**config.mk**
```make
export PLATFORM = sky130hd
export DESIGN_NAME = copper_engine
export DESIGN_NICKNAME = d
export VERILOG_FILES = /design/src/rtl/xosera_pkg.sv /design/src/rtl/copper_engine.sv
export SDC_FILE = /design/constraint.sdc
export NUM_CORES = 1
export LEC_CHECK = 0
export ABC_AREA = 1
export CAP_MARGIN = 0
export CORE_UTILIZATION = 47
export CTS_CLUSTER_SIZE = 28
export DETAILED_ROUTE_END_ITERATION = 12
export HOLD_SLACK_MARGIN = 0.12
export PLACE_DENSITY = 0.87
export SYNTH_ARGS = -nofsm -noshare
export SYNTH_HDL_FRONTEND = slang
export SYNTH_SLANG_ARGS = --single-unit
```
**constraint.sdc**
```tcl
create_clock -name clk -period 3.18 [get_ports clk]
set_clock_uncertainty 0.1 [all_clocks]
set_input_delay 0.318 -clock clk [delete_from_list [all_inputs] [get_ports clk]]
set_output_delay 0.318 -clock clk [all_outputs]
set_load 0.05 [all_outputs]
```
**src/rtl/xosera_pkg.sv**
```systemverilog
// Shared Xosera definitions: copper opcodes, WAIT/SKIP flag bits and copper FSM states.
package xosera_pkg;

    localparam logic [3:0] OP_WAIT  = 4'h0;
    localparam logic [3:0] OP_SKIP  = 4'h2;
    localparam logic [3:0] OP_JMP   = 4'h4;
    localparam logic [3:0] OP_MOVEP = 4'hB;

    localparam int FLAG_IGN_V = 0;
    localparam int FLAG_IGN_H = 1;

    // WAIT ignoring both V and H means "wait for next frame".
    localparam logic [3:0] FLAGS_NEXTF = 4'b0011;

    typedef enum logic [2:0] {
        COP_IDLE,
        COP_FETCH0,
        COP_FETCH1,
        COP_LATCH,
        COP_EXEC,
        COP_WAITPOS,
        COP_WRITE,
        COP_HALT
    } cop_state_t;

endpackage

```
**src/rtl/copper_engine.sv**
```systemverilog
// Copper program fetch/execute engine: 2-word instructions, beam-position waits, palette writes.
// Optional build macro COPPER_TRACE_EN adds the cop_pc_o / cop_exec_o / cop_icount_o trace outputs.
module copper_engine
    import xosera_pkg::*;
#(
    parameter int ADDR_W     = 11,
    parameter int PAL_ADDR_W = 8
) (
    input  logic                  clk,
    input  logic                  reset_i,
    input  logic                  cop_en_i,
    input  logic                  end_of_frame_i,
    input  logic [10:0]           h_count_i,
    input  logic [10:0]           v_count_i,
    output logic                  rd_en_o,
    output logic [ADDR_W-1:0]     rd_address_o,
    input  logic [15:0]           rd_data_i,
`ifdef COPPER_TRACE_EN
    output logic [ADDR_W-1:0]     cop_pc_o,
    output logic                  cop_exec_o,
    output logic [15:0]           cop_icount_o,
`endif
    output logic                  pal_wr_en_o,
    output logic [PAL_ADDR_W-1:0] pal_addr_o,
    output logic [15:0]           pal_data_o,
    input  logic                  pal_ack_i
);

    localparam logic [ADDR_W-1:0] PC_ONE  = ADDR_W'(1);
    localparam logic [ADDR_W-1:0] PC_TWO  = ADDR_W'(2);
    localparam logic [ADDR_W-1:0] PC_FOUR = ADDR_W'(4);

    cop_state_t        state;
    logic [ADDR_W-1:0] pc;
    logic [15:0]       w0;
    logic [15:0]       w1;
    logic              reached;
    logic [3:0]        opcode;
    logic [ADDR_W-1:0] jmp_target;
    logic              unused_bits;

    function automatic logic pos_reached(input logic [10:0] v_cnt, input logic [10:0] h_cnt,
                                         input logic [15:0] i_w0, input logic [15:0] i_w1);
        logic [3:0] flags;
        flags = i_w1[3:0];
        return (flags[FLAG_IGN_V] | (v_cnt >= i_w0[10:0])) &
               (flags[FLAG_IGN_H] | (h_cnt >= i_w1[14:4]));
    endfunction

    assign reached     = pos_reached(v_count_i, h_count_i, w0, w1);
    assign opcode      = w0[15:12];
    assign jmp_target  = ADDR_W'({w0[10:1], 1'b0});
    assign unused_bits = ^{w0[11], w1[15]};

    // Pipelined instruction fetch: memory answers one cycle after the address is presented.
    always_ff @(posedge clk or posedge reset_i) begin
        // NOTE: all sequential state uses non-blocking assignment so every register samples pre-edge values.
        if (reset_i) begin
            state <= COP_IDLE;
            pc    <= '0;
            w0    <= '0;
            w1    <= '0;
        end else if (!cop_en_i) begin
            state <= COP_IDLE;
        end else if (end_of_frame_i) begin
            pc    <= '0;
            state <= COP_FETCH0;
        end else begin
            case (state)
                COP_FETCH0: state <= COP_FETCH1;
                COP_FETCH1: begin
                    w0    <= rd_data_i;
                    state <= COP_LATCH;
                end
                COP_LATCH: begin
                    w1    <= rd_data_i;
                    state <= COP_EXEC;
                end
                COP_EXEC: begin
                    case (opcode)
                        OP_WAIT: begin
                            if (w1[3:0] == FLAGS_NEXTF) begin
                                state <= COP_HALT;
                            end else if (reached) begin
                                pc    <= pc + PC_TWO;
                                state <= COP_FETCH0;
                            end else begin
                                state <= COP_WAITPOS;
                            end
                        end
                        OP_SKIP: begin
                            pc    <= pc + (reached ? PC_FOUR : PC_TWO);
                            state <= COP_FETCH0;
                        end
                        OP_JMP: begin
                            pc    <= jmp_target;
                            state <= COP_FETCH0;
                        end
                        OP_MOVEP: state <= COP_WRITE;
                        default: begin
                            pc    <= pc + PC_TWO;
                            state <= COP_FETCH0;
                        end
                    endcase
                end
                COP_WAITPOS: begin
                    if (reached) begin
                        pc    <= pc + PC_TWO;
                        state <= COP_FETCH0;
                    end
                end
                COP_WRITE: begin
                    if (pal_ack_i) begin
                        pc    <= pc + PC_TWO;
                        state <= COP_FETCH0;
                    end
                end
                default: state <= state;
            endcase
        end
    end

    // Outputs decode straight from state so a disable, frame wrap or reset drops them on the same edge.
    assign rd_en_o      = (state == COP_FETCH0) || (state == COP_FETCH1);
    assign rd_address_o = (state == COP_FETCH0) ? pc :
                          (state == COP_FETCH1) ? pc + PC_ONE : '0;
    assign pal_wr_en_o  = (state == COP_WRITE);
    assign pal_addr_o   = pal_wr_en_o ? PAL_ADDR_W'(w0[7:0]) : '0;
    assign pal_data_o   = pal_wr_en_o ? w1 : '0;

`ifdef COPPER_TRACE_EN
    assign cop_exec_o = (state == COP_EXEC);
    assign cop_pc_o   = cop_exec_o ? pc : '0;

    always_ff @(posedge clk or posedge reset_i) begin
        if (reset_i) begin
            cop_icount_o <= '0;
        end else if (end_of_frame_i) begin
            cop_icount_o <= '0;
        end else if (cop_exec_o && (cop_icount_o != 16'hFFFF)) begin
            cop_icount_o <= cop_icount_o + 16'd1;
        end
    end
`endif

endmodule

```
# ---- Yosys cells after proc, flatten, opt, wreduce, memory -nomap -nowiden
# Index checks and enable logic that the tools add are counted.
dict set report word_totals {
  reg_bits 46
  inputBits 43
  output_inout_bits 37
}
dict set report classes {
  add_sub_neg 3
  order_cmp 2
  eq_ne 16
  mux 19
  bitwise 4
  n_reduce_logical 7
}
# operator count
set ops {}
lappend ops {{$mux W11} 6}
lappend ops {{$pmux W11 S4} 1}
lappend ops {{$pmux W11 S3} 1}
lappend ops {{$ge A11 B11 Y1} 2}
lappend ops {{$mux W3} 7}
lappend ops {{$pmux W3 S6} 1}
lappend ops {{$mux W16} 1}
lappend ops {{$add A11 B1 Y11 const B} 1}
lappend ops {{$add A11 B2 Y11 const B} 1}
lappend ops {{$add A11 B3 Y11} 1}
lappend ops {{$eq A3 B3 Y1 const B} 3}
lappend ops {{$reduce_and A3 Y1} 3}
lappend ops {{$eq A4 B2 Y1 const B} 2}
lappend ops {{$mux W8} 1}
lappend ops {{$ne A4 B4 Y1 const B} 2}
lappend ops {{$ne A8 B1 Y1 const B} 1}
lappend ops {{$eq A3 B2 Y1 const B} 2}
lappend ops {{$pmux W3 S2} 1}
lappend ops {{$reduce_and A5 Y1} 1}
lappend ops {{$eq A4 B3 Y1 const B} 1}
lappend ops {{$eq A4 B4 Y1 const B} 1}
lappend ops {{$logic_not A4 Y1} 1}
lappend ops {{$ne A4 B3 Y1 const B} 1}
lappend ops {{$reduce_bool A4 Y1} 1}
lappend ops {{other kinds (7)} 8}

# ---- Depth between registers and ports, before layout
dict set report logic_depth {
  depth_word 9
  mapped_depth 26
  mapped_depth_nobuf 25
}

# ---- Least setup slack after synthesis
# OpenSTA, ideal clock, no wires.
dict set report synth_path {
  kind {register -> output}
  from {register state[0]}
  to {output port rd_address_o[10]}
  arrival_ps 2851
  required_time_ps 2762
  setup_slack_ps -89
  stages_incl_launch_ff 8
  n_path_buf 0
  cell_sequence {dfrtp_1 -> inv_1 -> nand2_1 -> nor2_1 -> inv_1 -> nand2_1 -> clkinv_1 -> nor2_1}
}
dict set report synth_via {
  elab_chain_cells 3
  elab_cells_between_ends 4
  cone_classes {2 x eq/ne; 2 x mux}
}
# item line
set synth_rtl {}
lappend synth_rtl {{from (decl)} copper_engine.sv:33} ;# cop_state_t state;
lappend synth_rtl {{from (signal assigned)} copper_engine.sv:118} ;# default: state <= state;
lappend synth_rtl {{$eq A3 B2 Y1} copper_engine.sv:126} ;# (state == COP_FETCH1) ? pc + PC_ONE : '0;
lappend synth_rtl {{$mux W11} copper_engine.sv:126}
lappend synth_rtl {{$mux W11 (*)} copper_engine.sv:125} ;# assign rd_address_o = (state == COP_FETCH0) ? pc :
lappend synth_rtl {{to (decl)} copper_engine.sv:16} ;# output logic [ADDR_W-1:0] rd_address_o,
# Every way passes the cells marked *; elsewhere a longest branch is shown, timed or not.

# ---- Worst setup path in the final report
dict set report layout_path {
  from {input port v_count_i[6]}
  to {register pc[9]}
}
dict set report layout_via {
  elab_chain_cells 8
  elab_cells_between_ends 10
  cone_classes {1 x add/sub; 1 x order compare; 6 x mux; 2 x bitwise}
}
# item line
set layout_rtl {}
lappend layout_rtl {{from (decl)} copper_engine.sv:14} ;# input logic [10:0] v_count_i,
lappend layout_rtl {{$ge A11 B11 Y1 (*)} copper_engine.sv:46} ;# return (flags[FLAG_IGN_V] | (v_cnt >= i_w0[10:0])) &
lappend layout_rtl {{$or A1 B1 Y1 (*)} copper_engine.sv:46}
lappend layout_rtl {{$and A1 B1 Y1 (*)} copper_engine.sv:46}
lappend layout_rtl {{$mux W3 or $mux W11 (tied branches)} --}
lappend layout_rtl {{$add A11 B3 Y11 or $mux W11 (tied branches)} --}
lappend layout_rtl {{$pmux W11 S4} copper_engine.sv:80} ;# case (opcode)
lappend layout_rtl {{$pmux W11 S3 (*)} copper_engine.sv:69} ;# case (state)
lappend layout_rtl {{$mux W11 (*)} copper_engine.sv:65} ;# end else if (end_of_frame_i) begin
lappend layout_rtl {{to (signal assigned)} copper_engine.sv:85} ;# pc <= pc + PC_TWO;
lappend layout_rtl {{to (signal assigned)} copper_engine.sv:92} ;# pc <= pc + (reached ? PC_FOUR : PC_TWO);
lappend layout_rtl {{to (signal assigned)} copper_engine.sv:96} ;# pc <= jmp_target;
lappend layout_rtl {{to (decl)} copper_engine.sv:34} ;# logic [ADDR_W-1:0] pc;
# Every way passes the cells marked *; elsewhere a longest branch is shown, timed or not. The select of a mux whose other input is x is not followed.
# A chain may end at the register's enable or synchronous reset.

==> metrics.txt <==
# DRC=0; core box area=between 7000 and 8000 um2; worst vdd ir=0.376 mV; Slew headroom=0.471; switch share=0.495; Period minus WS final=about 3.1 ns; antenna diode count=0; starting DRC count in detailed routing=roughly 340; Routed WL=approximately 12 mm; Final Cycle Share=0.974; largest net degree at the start of global routing=45; Clock Power Share=0.113; outcome=complete, no violations; Ys Warns=0; DR vias/cell=5.45; CTS clock-pin slew for the worst setup and hold paths=about 0.10 ns; CTS tree=built; Finish-stage setup viols=0; Synth Flop Type=dfrtp_1; most common cell after layout, fill and taps aside=nand2_1; GRT Util Overall=0.271; multi-input logic area=2390 um2; RD Place Congestion=0.926; Seq. cell area=between 1000 and 1500 um2; Worst Setup End Kind=flip-flop; Peak Freq=between 300 and 400 MHz; Hold Vio Cnt, Final=0; worst slew pin tran=0.791 ns; Seq pwr share=0.267; share of layout cells above drive strength 1=0.193; fin nets=737; area grow syn2layout=36.7%; kind of critical path=in -> reg; area of the die=slightly above 8000 um2; Area after DPL=4580 um2; syn nets=640; syn_area_per_cell=6.48 um2; CP arrival=3.21 ns; root buffer cell=clkbuf_8; Initial Util=0.499; Die Ht=just over 90 um; Post-synth ARST share=1.00; Slew Viols, Final=0; row count=31; final non-filler cell total=between 700 and 800; commonest non-fill, non-tap cells in the layout=146 x nand2_1, 89 x inv_1, 54 x nor2_1, 51 x o21ai_0, 48 x buf_4; CTS buffer count=5; total vias in the final route=4182; post-DP HPWL=around 8.0 mm; total power=3.43 mW; Worst Setup Start Kind=input pin; DR WL/cell=15.3 um; cell area after synthesis=3690 um2; required time of the critical path=about 3.3 ns; Post-Synthesis Cells=570; leakage=between 2 and 3 nW; fin area=5050 um2; Sinks on Clock Net=44; CP Max Fanout=5; Filler cells=595; hold buffers post-CTS=0; initial antenna violation count=0; max_cap viols=0; antenna-violating nets left=0; Psw=between 1.5 and 2 mW; Gate power share=0.620; worst skew pair latency=slightly above 0.3 ns; CTS H-tree lvls=2; power density cells=679 nW/um2; post-synthesis sequential area ratio=0.298; Yosys reg bits=44; Placed Instances=747; number of global-route vias before repair=between 3k and 4k; I/O pins=80; GR Overflow Total=0; R2R Setup Slk=roughly 0.09 ns; die width=between 90 and 100 um; port buffer count=between 70 and 80; Yosys top cell area share=0.298; Int Power=1.73 mW; cell accounting for the most synthesized area=dfrtp_1; post-synth cell types=38; TritonRoute pass-1 iters=6; worst hold path class=in -> async; Hold WS=0.367 ns; synth top area cells=dfrtp_1 30%, nand2_1 16%, inv_1 10%; number of synthesized flops with an enable pin=0; first-pass GRT wire length=17.9 mm; Max Buffers Root-to-Sink=2
[worst paths after layout]
kind                              startpoint                 to  cells after the start
max                             v_count_i[6]  pc[9]$_DFFE_PP0P_                     20
min                                  reset_i  pc[4]$_DFFE_PP0P_                      3
max reg2reg                w1[8]$_DFFE_PP0P_  pc[9]$_DFFE_PP0P_                     22
min reg2reg                w1[6]$_DFFE_PP0P_  w1[6]$_DFFE_PP0P_                      2
max in group asynchronous            reset_i  w1[8]$_DFFE_PP0P_                      3
min in group clk           w1[6]$_DFFE_PP0P_  w1[6]$_DFFE_PP0P_                      2
[cell families after synthesis]
logic type	after synthesis	share of synthesized area
adders and majority gates	27	0.0935
xor gates and xnor gates	8	0.0190
DFF	44	0.298
and+or+nand+nor	279	0.325
AOI/OAI and AO/OA	93	0.139
buffers and inverters	119	0.125
[synthesized netlist by cell type (2+ instances only)]
cell type / count
o21ai_0: 54
o22ai_1: 2
a21oi_2: 3
clkinv_1: 3
nor2_1: 58
a31oi_1: 5
inv_1: 101
nor3_2: 2
nand2_2: 10
buf_4: 2
nand3_1: 37
nor3_1: 4
ha_1: 26
clkbuf_1: 10
a21oi_1: 21
nand2_1: 157
nand4_1: 3
nand4_4: 2
o211ai_1: 2
dfrtp_1: 44
xor2_1: 7
[stage by stage]
stage / TNS [ns] / utilization / setup WS [ns]
finish: 0 / 0.682 / 0.0834
global route: -0.279 / 0.682 / -0.0715
CTS: 0 / 0.632 / 0.00256
detailed placement: -1.50 / 0.618 / -0.356
global placement: -1.08 / 0.618 / -0.234
floorplan: 0 / - / 0.0825
[sequential cells by signal, summed over array words and instances (netlist names)]
name,count
pc,10
w1,16
w0,15
state,3
[per-layer routing]
metal  part of all wire  up-vias  global-route usage  wire length [um]
li1                   -     1988                   -                 -
met1               0.40     1940               0.351              4710
met2               0.50      209               0.472              5830
met3              0.073       45              0.0387               859
met4              0.030        0              0.0739               357
met5                  0        -                   0                 0
[critical path: stages]
cell,delay (ns)
clkdlybuf4s50_1,0.51
ha_4,0.22
a21oi_2,0.17
nand2_1,0.12
a21oi_4,0.17
nand4_4,0.10
nand2_4,0.10
ha_4,0.14
inv_2,0.04
fa_2,0.39
nor2_2,0.10
nand2_2,0.09
nand2_2,0.08
o21ai_2,0.06
a221oi_2,0.24
nand2_1,0.09
nand2_1,0.08
nand2_1,0.05
nand2_1,0.09
nand2_1,0.04
[final cells by class]
type / count / share of cell area
multi-input cells: 407 / 0.473
flip-flops and latches: 44 / 0.218
repair buffers: 104 / 0.188
inverters: 105 / 0.0780
well taps: 99 / 0.0245
clock buffers: 6 / 0.0163
clock inverters: 2 / 0.00297
[power groups by stage]
stage / Clock, mW / Combinational (mW) / Sequential [mW]
after floorplan: 0 / 1.27 / 0.861
after global placement: 0 / 1.68 / 0.900
after detailed placement: 0 / 1.74 / 0.905
after CTS: 0.390 / 1.76 / 0.895
after global routing: 0.416 / 2.35 / 0.938
final: 0.388 / 2.13 / 0.916
[what timing repair did]
item                                    4_1_cts  5_1_grt
pin swaps                                     2       36
gates resized for setup                       1       65
setup buffers                                 0       12
endpoints found under the setup margin        1        7
hold endpoints to repair                      0        0
Power figures use the tool's default switching activity.
